<file path="src/rtl/imem_loader_pkg.sv">
// Shared types for the instruction-memory loader: FSM states and word geometry.
package imem_loader_pkg;

    localparam int BYTES_PER_WORD = 4;
    localparam int WORD_BITS      = BYTES_PER_WORD * 8;

    typedef enum logic [1:0] {
        IDLE  = 2'd0,
        RECV  = 2'd1,
        WRITE = 2'd2,
        DONE  = 2'd3
    } state_e;

    // Status bits carried by each state, packed as {byte_ready, busy, done, cpu_rst_n}.
    function automatic logic [3:0] status_of(state_e s);
        case (s)
            IDLE:    status_of = 4'b0001;
            RECV:    status_of = 4'b1100;
            WRITE:   status_of = 4'b0100;
            DONE:    status_of = 4'b0011;
            default: status_of = 4'b0001;
        endcase
    endfunction

endpackage

</file>
<file path="src/rtl/imem_loader_if.sv">
// Loader bus: load control, byte stream in, memory write port and core status out.
interface imem_loader_if #(
    parameter int DATA_WIDTH = 32,
    parameter int ADDR_WIDTH = 8
);
    logic                  start;
    logic [ADDR_WIDTH:0]   len;
    logic                  abort;
    logic                  byte_valid;
    logic [7:0]            byte_data;
    logic                  byte_ready;
    logic                  we;
    logic [DATA_WIDTH-1:0] waddr;
    logic [DATA_WIDTH-1:0] wdata;
    logic                  busy;
    logic                  done;
    logic                  err;
    logic                  cpu_rst_n;

    modport master (
        output start, len, abort, byte_valid, byte_data,
        input  byte_ready, we, waddr, wdata, busy, done, err, cpu_rst_n
    );

    modport slave (
        input  start, len, abort, byte_valid, byte_data,
        output byte_ready, we, waddr, wdata, busy, done, err, cpu_rst_n
    );
endinterface

</file>
<file path="src/rtl/imem_loader_byte_to_word.sv">
// Little-endian byte packer: shifts bytes in from the top and flags the fourth byte.
module byte_to_word
    import imem_loader_pkg::*;
(
    input  logic                 clk,
    input  logic                 rst,
    input  logic                 clr_i,
    input  logic                 byte_en_i,
    input  logic [7:0]           byte_i,
    output logic [WORD_BITS-1:0] word_o,
    output logic                 word_ready_o
);
    logic [WORD_BITS-1:0] sr_q, sr_d;
    logic [1:0]           cnt_q, cnt_d;

    always_comb begin
        sr_d  = sr_q;
        cnt_d = cnt_q;
        if (clr_i) begin
            sr_d  = '0;
            cnt_d = '0;
        end else if (byte_en_i) begin
            sr_d  = {byte_i, sr_q[WORD_BITS-1:8]};
            cnt_d = cnt_q + 2'd1;
        end
    end

    always_ff @(posedge clk) begin
        if (!rst) begin
            sr_q  <= '0;
            cnt_q <= '0;
        end else begin
            sr_q  <= sr_d;
            cnt_q <= cnt_d;
        end
    end

    // Word output is the post-acceptance value so the writer can latch it with the last byte.
    assign word_o       = sr_d;
    assign word_ready_o = byte_en_i & ~clr_i & (cnt_q == 2'(BYTES_PER_WORD - 1));

endmodule

</file>
<file path="src/rtl/imem_loader.sv">
// Streams program bytes into instruction memory while holding the core in reset.
//   state | meaning
//   IDLE  | waiting for start, core released
//   RECV  | collecting bytes of the current word
//   WRITE | one-cycle memory write of the assembled word
//   DONE  | load complete, done held until next start or abort
module imem_loader
    import imem_loader_pkg::*;
#(
    parameter int DATA_WIDTH = 32,
    parameter int ADDR_WIDTH = 8
) (
    input  logic         clk,
    input  logic         rst,
    imem_loader_if.slave bus
);
    localparam logic [ADDR_WIDTH:0] MAX_LEN = {1'b1, {ADDR_WIDTH{1'b0}}};

    state_e                state_q, state_d;
    logic [ADDR_WIDTH:0]   len_q;
    logic [ADDR_WIDTH:0]   word_cnt_q;
    logic                  we_q;
    logic [DATA_WIDTH-1:0] waddr_q;
    logic [DATA_WIDTH-1:0] wdata_q;
    logic                  busy_q, done_q, err_q;
    logic                  byte_ready_q, cpu_rst_n_q;

    logic                  start_ok;
    logic                  byte_en;
    logic                  word_ready;
    logic [WORD_BITS-1:0]  word;

    assign start_ok = bus.start & ~bus.abort & ((state_q == IDLE) | (state_q == DONE));
    assign byte_en  = bus.byte_valid & (state_q == RECV) & ~bus.abort;

    byte_to_word u_b2w (
        .clk          (clk),
        .rst          (rst),
        .clr_i        (bus.abort | start_ok),
        .byte_en_i    (byte_en),
        .byte_i       (bus.byte_data),
        .word_o       (word),
        .word_ready_o (word_ready)
    );

    always_comb begin
        state_d = state_q;
        if (bus.abort) begin
            state_d = IDLE;
        end else begin
            case (state_q)
                IDLE, DONE: begin
                    if (bus.start) begin
                        if (bus.len == '0)          state_d = DONE;
                        else if (bus.len > MAX_LEN) state_d = IDLE;
                        else                        state_d = RECV;
                    end
                end
                RECV:    if (word_ready) state_d = WRITE;
                WRITE:   state_d = ((word_cnt_q + 1'b1) == len_q) ? DONE : RECV;
                default: state_d = IDLE;
            endcase
        end
    end

    always_ff @(posedge clk) begin
        if (!rst) begin
            state_q      <= IDLE;
            len_q        <= '0;
            word_cnt_q   <= '0;
            we_q         <= 1'b0;
            waddr_q      <= '0;
            wdata_q      <= '0;
            busy_q       <= 1'b0;
            done_q       <= 1'b0;
            err_q        <= 1'b0;
            byte_ready_q <= 1'b0;
            cpu_rst_n_q  <= 1'b1;
        end else begin
            state_q <= state_d;
            {byte_ready_q, busy_q, done_q, cpu_rst_n_q} <= status_of(state_d);
            we_q    <= 1'b0;
            // Abort leaves err alone and never lets a half-built word reach memory.
            if (!bus.abort) begin
                if (start_ok) begin
                    if (bus.len == '0) begin
                        err_q <= 1'b0;
                    end else if (bus.len > MAX_LEN) begin
                        err_q <= 1'b1;
                    end else begin
                        len_q      <= bus.len;
                        word_cnt_q <= '0;
                        err_q      <= 1'b0;
                    end
                end else if (state_q == RECV && word_ready) begin
                    we_q    <= 1'b1;
                    waddr_q <= DATA_WIDTH'(word_cnt_q) << 2;
                    wdata_q <= DATA_WIDTH'(word);
                end else if (state_q == WRITE) begin
                    word_cnt_q <= word_cnt_q + 1'b1;
                end
            end
        end
    end

    assign bus.byte_ready = rst & byte_ready_q;
    assign bus.cpu_rst_n  = rst & cpu_rst_n_q;
    assign bus.we         = we_q;
    assign bus.waddr      = waddr_q;
    assign bus.wdata      = wdata_q;
    assign bus.busy       = busy_q;
    assign bus.done       = done_q;
    assign bus.err        = err_q;

endmodule

</file>
<file path="src/flat_wrapper.sv">
// flat-port wrapper written by rule: the top's interface ports become plain ports
module imem_loader_flat import imem_loader_pkg::*;
#(
    parameter int DATA_WIDTH = 32,
    parameter int ADDR_WIDTH = 8
)
  (clk, rst, bus_start, bus_len, bus_abort, bus_byte_valid, bus_byte_data, bus_byte_ready, bus_we, bus_waddr, bus_wdata, bus_busy, bus_done, bus_err, bus_cpu_rst_n);
  imem_loader_if #(.DATA_WIDTH(DATA_WIDTH), .ADDR_WIDTH(ADDR_WIDTH)) bus_i ();
  input  logic clk;
  input  logic rst;
  input wire logic [$bits(bus_i.start)-1:0] bus_start;
  input wire logic [$bits(bus_i.len)-1:0] bus_len;
  input wire logic [$bits(bus_i.abort)-1:0] bus_abort;
  input wire logic [$bits(bus_i.byte_valid)-1:0] bus_byte_valid;
  input wire logic [$bits(bus_i.byte_data)-1:0] bus_byte_data;
  output wire logic [$bits(bus_i.byte_ready)-1:0] bus_byte_ready;
  output wire logic [$bits(bus_i.we)-1:0] bus_we;
  output wire logic [$bits(bus_i.waddr)-1:0] bus_waddr;
  output wire logic [$bits(bus_i.wdata)-1:0] bus_wdata;
  output wire logic [$bits(bus_i.busy)-1:0] bus_busy;
  output wire logic [$bits(bus_i.done)-1:0] bus_done;
  output wire logic [$bits(bus_i.err)-1:0] bus_err;
  output wire logic [$bits(bus_i.cpu_rst_n)-1:0] bus_cpu_rst_n;
  assign bus_i.start = bus_start;
  assign bus_i.len = bus_len;
  assign bus_i.abort = bus_abort;
  assign bus_i.byte_valid = bus_byte_valid;
  assign bus_i.byte_data = bus_byte_data;
  assign bus_byte_ready = bus_i.byte_ready;
  assign bus_we = bus_i.we;
  assign bus_waddr = bus_i.waddr;
  assign bus_wdata = bus_i.wdata;
  assign bus_busy = bus_i.busy;
  assign bus_done = bus_i.done;
  assign bus_err = bus_i.err;
  assign bus_cpu_rst_n = bus_i.cpu_rst_n;
  imem_loader #(.DATA_WIDTH(DATA_WIDTH), .ADDR_WIDTH(ADDR_WIDTH)) u_core (.clk(clk), .rst(rst), .bus(bus_i));
endmodule
</file>
<file path="config.mk">
export PLATFORM = sky130hd
export DESIGN_NAME = imem_loader_flat
export DESIGN_NICKNAME = d
export VERILOG_FILES = /design/src/rtl/imem_loader_pkg.sv /design/src/rtl/imem_loader_if.sv /design/src/rtl/imem_loader_byte_to_word.sv /design/src/rtl/imem_loader.sv /design/src/flat_wrapper.sv
export SDC_FILE = /design/constraint.sdc
export NUM_CORES = 1
export LEC_CHECK = 0
export ABC_AREA = 1
export BUFFER_PORTS_ARGS = -buffer_cell sky130_fd_sc_hd__buf_2
export CAP_MARGIN = 20
export CORE_UTILIZATION = 50
export CTS_BUF_LIST = sky130_fd_sc_hd__clkbuf_4
export CTS_CLUSTER_DIAMETER = 40
export DETAILED_ROUTE_END_ITERATION = 16
export HOLD_SLACK_MARGIN = 0.08
export PLACE_DENSITY = 0.75
export SYNTH_ARGS = -nofsm -noshare
export SYNTH_HDL_FRONTEND = slang
export SYNTH_SLANG_ARGS = --single-unit
</file>
<file path="constraint.sdc">
create_clock -name clk -period 2.25 [get_ports clk]
set_clock_uncertainty 0.05 [all_clocks]
set_input_delay 0.5625 -clock clk [delete_from_list [all_inputs] [get_ports clk]]
set_output_delay 0.5625 -clock clk [all_outputs]
set_load 0.1 [all_outputs]
</file>
==> results.json, run 1 <==
{
  "status": "finished, final reports clean",
  "cts_buffers": 9,
  "yosysSeqAreaShare_pct": 46.6,
  "ys_ff_latch": 101,
  "h-tree-depth": 3,
  "cp.arrival_ns": 2.39,
  "slew_violations": 0,
  "clkSlewWorstSetupHoldPaths_ns": 0.17,
  "critPathMaxFanout": 3,
  "timing.rr.end": "u_core.cpu_rst_n_q",
  "p_int_mw": 2.21,
  "drv_cap": 0,
  "die_h_um": 95.1,
  "pre_cts_ws_ns": -0.0542,
  "numClockSinks": 101,
  "critPathKind": "flop to flop",
  "clk_path_buf_depth": 2,
  "syn_area_per_cell_um2": 7.39,
  "grt_max_degree": 30,
  "grt_util_all_layers_pct": 23.3,
  "insertion_delay_ns": 0.46,
  "fillerInstances": 778,
  "dr_total_vias": 3959,
  "cts_tree": "done",
  "nNetsFinal": 693,
  "multi_input_area_um2": 1890,
  "antennaDiodeCount": 0,
  "critPathBufInv": 1,
  "routabilityCongestion": 0.884,
  "syn_inst": 587,
  "p_sw_share_pct": 33.2,
  "reg2reg_depth": 13,
  "antenna_found_initial": 0,
  "crit_path_frequent_cell": "nor2_1",
  "p_seq_share_pct": 55.5,
  "r2r_slack_ns": 0.18,
  "syn_to_final_growth_pct": 17.2,
  "comb_power_share_pct": 16.1,
  "fp.dieArea_um2": 9050,
  "instances_no_fill": 773,
  "yosys-top-cells-area": "dfxtp_1 47%, a21oi_1 8.1%, o21ai_0 7.7%",
  "min_path_type": "input pin to flop",
  "cp-startpoint": "u_core.word_cnt_q[1]",
  "core-area_um2": 8300,
  "ctsHoldBuffers": 0,
  "setup_violations": 0,
  "die_w_um": 95.1,
  "min_period_over_period_pct": 92.2,
  "postRouteAntennaNets": 0,
  "drt-initial-drc-count": 172,
  "yosysWarnings": 0,
  "fin_crit_ns": 2.07,
  "path_cells": "ha_2, nor2_1, nor2_1, nand3_1, nor2_1, nand3_1, nor2_1, nand4_1, nand2_1, nand2_2, ha_1, nor2_2, inv_1",
  "yosysMostFrequentCell": "dfxtp_1",
  "synth_top_area_share_pct": 46.6,
  "critical-path-slowest-cell": "dfxtp_2",
  "max_freq_mhz": 482,
  "crit_family": "simple AND/OR/NAND/NOR gates",
  "seqCellArea_um2": 2030,
  "finalHoldViolations": 0,
  "p_leak_nw": 2.31,
  "synth_common_cells": "101 x dfxtp_1, 86 x nor2_1, 79 x nand2_1",
  "async_reset_ff_share_pct": 0,
  "cp_num_cells": 13,
  "drtPass1Iterations": 4,
  "dp.cells": 753,
  "hpwl_um": 7180,
  "rsz0062_at_grt": "no",
  "grt_pass1_wl_um": 16300,
  "cellPowerDensity_nw_per_um2": 652,
  "synth.distinct_cells": 30,
  "drive_gt1_share_pct": 21.4,
  "grt_pass1_vias": 3556,
  "cp.required_ns": 2.57,
  "initial_core_util_pct": 52.3,
  "max_stage_delay_ns": 0.36,
  "synthesis.area_um2": 4340,
  "finalPower_mw": 3.31,
  "yosys.area.top_type": "dfxtp_1",
  "finalWirelength_um": 9910,
  "p_sw_mw": 1.10,
  "pin_count": 92,
  "routedWlPerCell_um": 12.8,
  "peakVddDrop_uv": 386,
  "critical_path.startpoint_type": "flop",
  "port_buffers": 68,
  "synth_top_flop_cell": "dfxtp_1",
  "grt.overflow.total": 0,
  "endpoint_kind": "flop",
  "clkPwrFrac_pct": 28.3,
  "via_per_inst": 5.12,
  "synth_edf_count": 0,
  "worstSetupEndpoint": "u_core.cpu_rst_n_q",
  "drc_errors": 0,
  "clockRootBuffer": "clkbuf_4",
  "row_count": 33,
  "finalWorstSetupSlack_ns": 0.176,
  "r2r_start": "u_core.word_cnt_q[1]"
}
-- final cells by class --
| type | count | share of cell area, % |
|---|---|---|
| Clock buffer | 9 | 1.33 |
| Clock inverter | 7 | 1.53 |
| Inverter | 63 | 4.92 |
| Multi-Input combinational cell | 393 | 37.3 |
| Sequential cell | 101 | 39.9 |
| Tap cell | 105 | 2.58 |
| Timing Repair Buffer | 94 | 12.4 |
| Timing Repair inverter | 1 | 0.148 |
-- timing repair --
action | in CTS | in global routing
setup buffers | 0 | 3
endpoints found under the setup margin | 0 | 24
resized for setup | 0 | 15
-- layout by cell type, fill, tap and decap left out, types with 2 or more instances in the layout --
cell	netlist	layout
dfxtp_1	101	96
nor2_1	86	84
nand2_1	79	79
a21oi_1	70	70
o21ai_0	67	67
buf_2	9	66
inv_1	58	54
nand3_1	25	25
conb_1	1	23
buf_4	23	21
clkbuf_4	0	9
o21ai_1	8	8
buf_12	0	7
ha_1	8	6
inv_2	4	5
nor2_2	4	5
o211ai_1	5	5
dfxtp_2	0	5
clkinvlp_4	0	4
nand2_2	4	3
nor4_1	2	2
nand2_4	1	2
nor2_4	1	2
nand4_1	2	2
a211oi_1	2	2
inv_8	0	2
clkinv_8	0	2
-- cell families after synthesis --
logic type               after synthesis  share of synthesized area (%)
AND/OR/NAND/NOR                      208                           20.2
AO/OA/AOI/OAI                        154                           18.4
buffers and inverters                115                           12.4
flip-flops                           101                           46.6
adder cells (fa/ha/maj)                8                           2.31
other                                  1                         0.0864
-- tightest hold or removal path, stage by stage --
cell     delay (ns)
buf_2          0.09
o21ai_0        0.08
a21oi_1        0.10
-- worst min-delay path by stage --
stage / startpoint / endpoint / slack [ns] / depth (start not counted)
after global placement: u_core.u_b2w.cnt_q[1] / u_core.u_b2w.cnt_q[1] / 0.40 / 2
after global routing: bus_len[7] / u_core.len_q[7] / 0.33 / 3
after CTS: bus_len[6] / u_core.len_q[6] / 0.34 / 3
after floorplan: u_core.u_b2w.cnt_q[1] / u_core.u_b2w.cnt_q[1] / 0.39 / 2
after detailed placement: u_core.u_b2w.cnt_q[1] / u_core.u_b2w.cnt_q[1] / 0.41 / 2
final: bus_len[6] / u_core.len_q[6] / 0.36 / 3
-- per-layer routing --
layer	global-route usage, %	share of wire, %
met1	30.2	45
met3	4.07	5.4
met2	38.8	48
met5	0	0
met4	8.71	1.6
-- state kept, by name, summed over array words and instances (netlist names), 2 cells and up --
name / cells
u_core.state_q: 2
u_core.len_q: 9
u_core.u_b2w.cnt_q: 2
u_core.bus.wdata: 32
u_core.bus.waddr: 9
u_core.word_cnt_q: 9
u_core.u_b2w.sr_q: 32
-- power by group through the flow --
stage          Combinational (mW)  Sequential [mW]  Clock, mW
2_1_floorplan               0.397             1.90          0
3_3_place_gp                0.506             1.88          0
3_5_place_dp                0.516             1.88          0
4_1_cts                     0.517             1.84      0.961
5_1_grt                     0.576             1.85       1.06
6_report                    0.535             1.84      0.939
-- per-stage QoR --
step	TNS, ns	hold slack, ns	util [%]	area [um2]
6_report	0	0.360	61.3	5080
5_1_grt	0	0.334	61.3	5080
4_1_cts	0	0.343	60.4	5010
3_5_place_dp	-0.0542	0.410	58.6	4860
3_3_place_gp	-0.0322	0.400	58.6	4860
2_1_floorplan	0	0.393	-	4430
Note: power is estimated with default switching activity, not from simulation.
==> inputs of run 2 (changes only) <==
Settings changed: CELL_PAD_IN_SITES_DETAIL_PLACEMENT from default to 0, CELL_PAD_IN_SITES_GLOBAL_PLACEMENT from default to 1, CORE_UTILIZATION 50 to 40, PLACE_DENSITY 0.75 to 0.82.
==> results.json, run 2 (synthesis gave the netlist of run 1 again) <==
{
  "status": "finished, final reports clean",
  "antennaDiodeCount": 0,
  "insertion_delay_ns": 0.44,
  "min_period_over_period_pct": 91.5,
  "die_h_um": 106,
  "cellPowerDensity_nw_per_um2": 646,
  "finalWirelength_um": 9930,
  "cts_buffers": 9,
  "peakVddDrop_uv": 258,
  "pre_cts_ws_ns": -0.0815,
  "maxSlewHeadroom_pct": 66.4,
  "antenna_found_initial": 0,
  "syn_to_final_growth_pct": 15.7,
  "critPathMaxFanout": 5,
  "numClockSinks": 101,
  "finalHoldViolations": 0,
  "critical_path.startpoint_type": "flop",
  "slew_violations": 0,
  "core-area_um2": 10400,
  "p_leak_nw": 2.28,
  "grt_pass1_wl_um": 16700,
  "max_freq_mhz": 486,
  "setup_violations": 0,
  "endpoint_kind": "flop",
  "fin_util_pct": 48.2,
  "die_w_um": 106,
  "critPathKind": "flop to flop",
  "drt-initial-drc-count": 164,
  "final_common_cell": "dfxtp_1",
  "h-tree-depth": 3,
  "pin_count": 92,
  "finalWorstSetupSlack_ns": 0.191,
  "grt_pass1_vias": 3420,
  "drtPass1Iterations": 4,
  "row_count": 37,
  "clkSlewWorstSetupHoldPaths_ns": 0.16,
  "worst_pin_slew_ns": 0.503,
  "min_path_type": "input pin to flop",
  "fp.dieArea_um2": 11300,
  "r2r_start": "u_core.word_cnt_q[0]",
  "grt.overflow.total": 0,
  "cp.required_ns": 2.57,
  "final_cell_mix": "99 x dfxtp_1, 84 x nor2_1, 79 x nand2_1",
  "clk_path_buf_depth": 2,
  "drive_gt1_share_pct": 20.1,
  "port_buffers": 68,
  "nNetsFinal": 688,
  "grt_max_degree": 55,
  "finalPower_mw": 3.24,
  "dr_total_vias": 3775,
  "cp-startpoint": "u_core.word_cnt_q[0]",
  "hpwl_um": 6990,
  "routabilityCongestion": 0.853,
  "fin_crit_ns": 2.06,
  "ctsHoldBuffers": 0,
  "via_per_inst": 4.72,
  "grt_util_all_layers_pct": 18.5,
  "cp.arrival_ns": 2.37,
  "rsz0062_at_grt": "yes",
  "hold_start": "bus_len[5]",
  "postRouteAntennaNets": 0,
  "instances_no_fill": 799,
  "cts_tree": "done",
  "drc_errors": 0,
  "routedWlPerCell_um": 12.4,
  "clockRootBuffer": "clkbuf_4",
  "drv_cap": 0,
  "setup_tns_ns": 0,
  "dp.cells": 782,
  "initial_core_util_pct": 41.6
}
## run 2: cell types whose count changed in the layout (fill, tap and decap cells not counted), sizes merged
cell / delta
buf: -4
clkbuf: +1
clkinv: -2
clkinvlp: -1
inv: +1
## run 2: area by class of cell
cell class | instances | area [um2]
Sequential cell | 101 | 2030
Clock buffer | 10 | 75.1
Fill cell | 1068 | 5400
Tap cell | 136 | 170
Timing Repair Buffer | 90 | 573
Clock inverter | 6 | 46.3
Multi-Input combinational cell | 393 | 1880
Inverter | 63 | 246
## run 2: path summary, 6_finish.rpt
| check | end | slack (ns) | depth (start not counted) |
|---|---|---|---|
| setup / recovery | u_core.cpu_rst_n_q | 0.19 | 13 |
| hold reg to reg | u_core.len_q[0] | 0.44 | 2 |
| hold / removal | u_core.len_q[5] | 0.34 | 3 |
| setup reg to reg | u_core.cpu_rst_n_q | 0.19 | 13 |
## run 2: critical path: stages (launching register included)
cell and delay [ns]:
dfxtp_4 0.39, ha_2 0.34, nor2_1 0.05, nor2_1 0.08, nand3_1 0.07, nor2_1 0.13, nand3_1 0.09, nor2_1 0.09
nand4_1 0.13, nand2_1 0.10, nand2_2 0.05, ha_1 0.28, nor2_2 0.11, inv_1 0.05
## run 2: timing repair
item,4_1_cts,5_1_grt
buffers inserted,0,1
gates resized for setup,0,9
endpoints found under the setup margin,0,9
## run 2: power by group
group | leakage [nW] | switching [mW] | internal (mW) | total (mW)
registers | 0.817 | 0.0212 | 1.82 | 1.84
logic | 1.39 | 0.399 | 0.121 | 0.520
clock network | 0.0691 | 0.628 | 0.253 | 0.881
total | 2.28 | 1.05 | 2.19 | 3.24
## run 2: metal layers
metal  vias to the layer above  GRT usage, %  wire (um)
met4                         0          5.65         78
li1                       1995             -          -
met1                      1699          26.7       5070
met3                         6          2.64        396
met5                         -             0          0
met2                        75          28.5       4380
## run 2: per-stage QoR
step           instance area (um2)  hold slack [ns]
2_1_floorplan                 4430            0.393
3_3_place_gp                  4860            0.402
3_5_place_dp                  4860            0.420
4_1_cts                       4980            0.320
5_1_grt                       5020            0.299
6_report                      5020            0.337
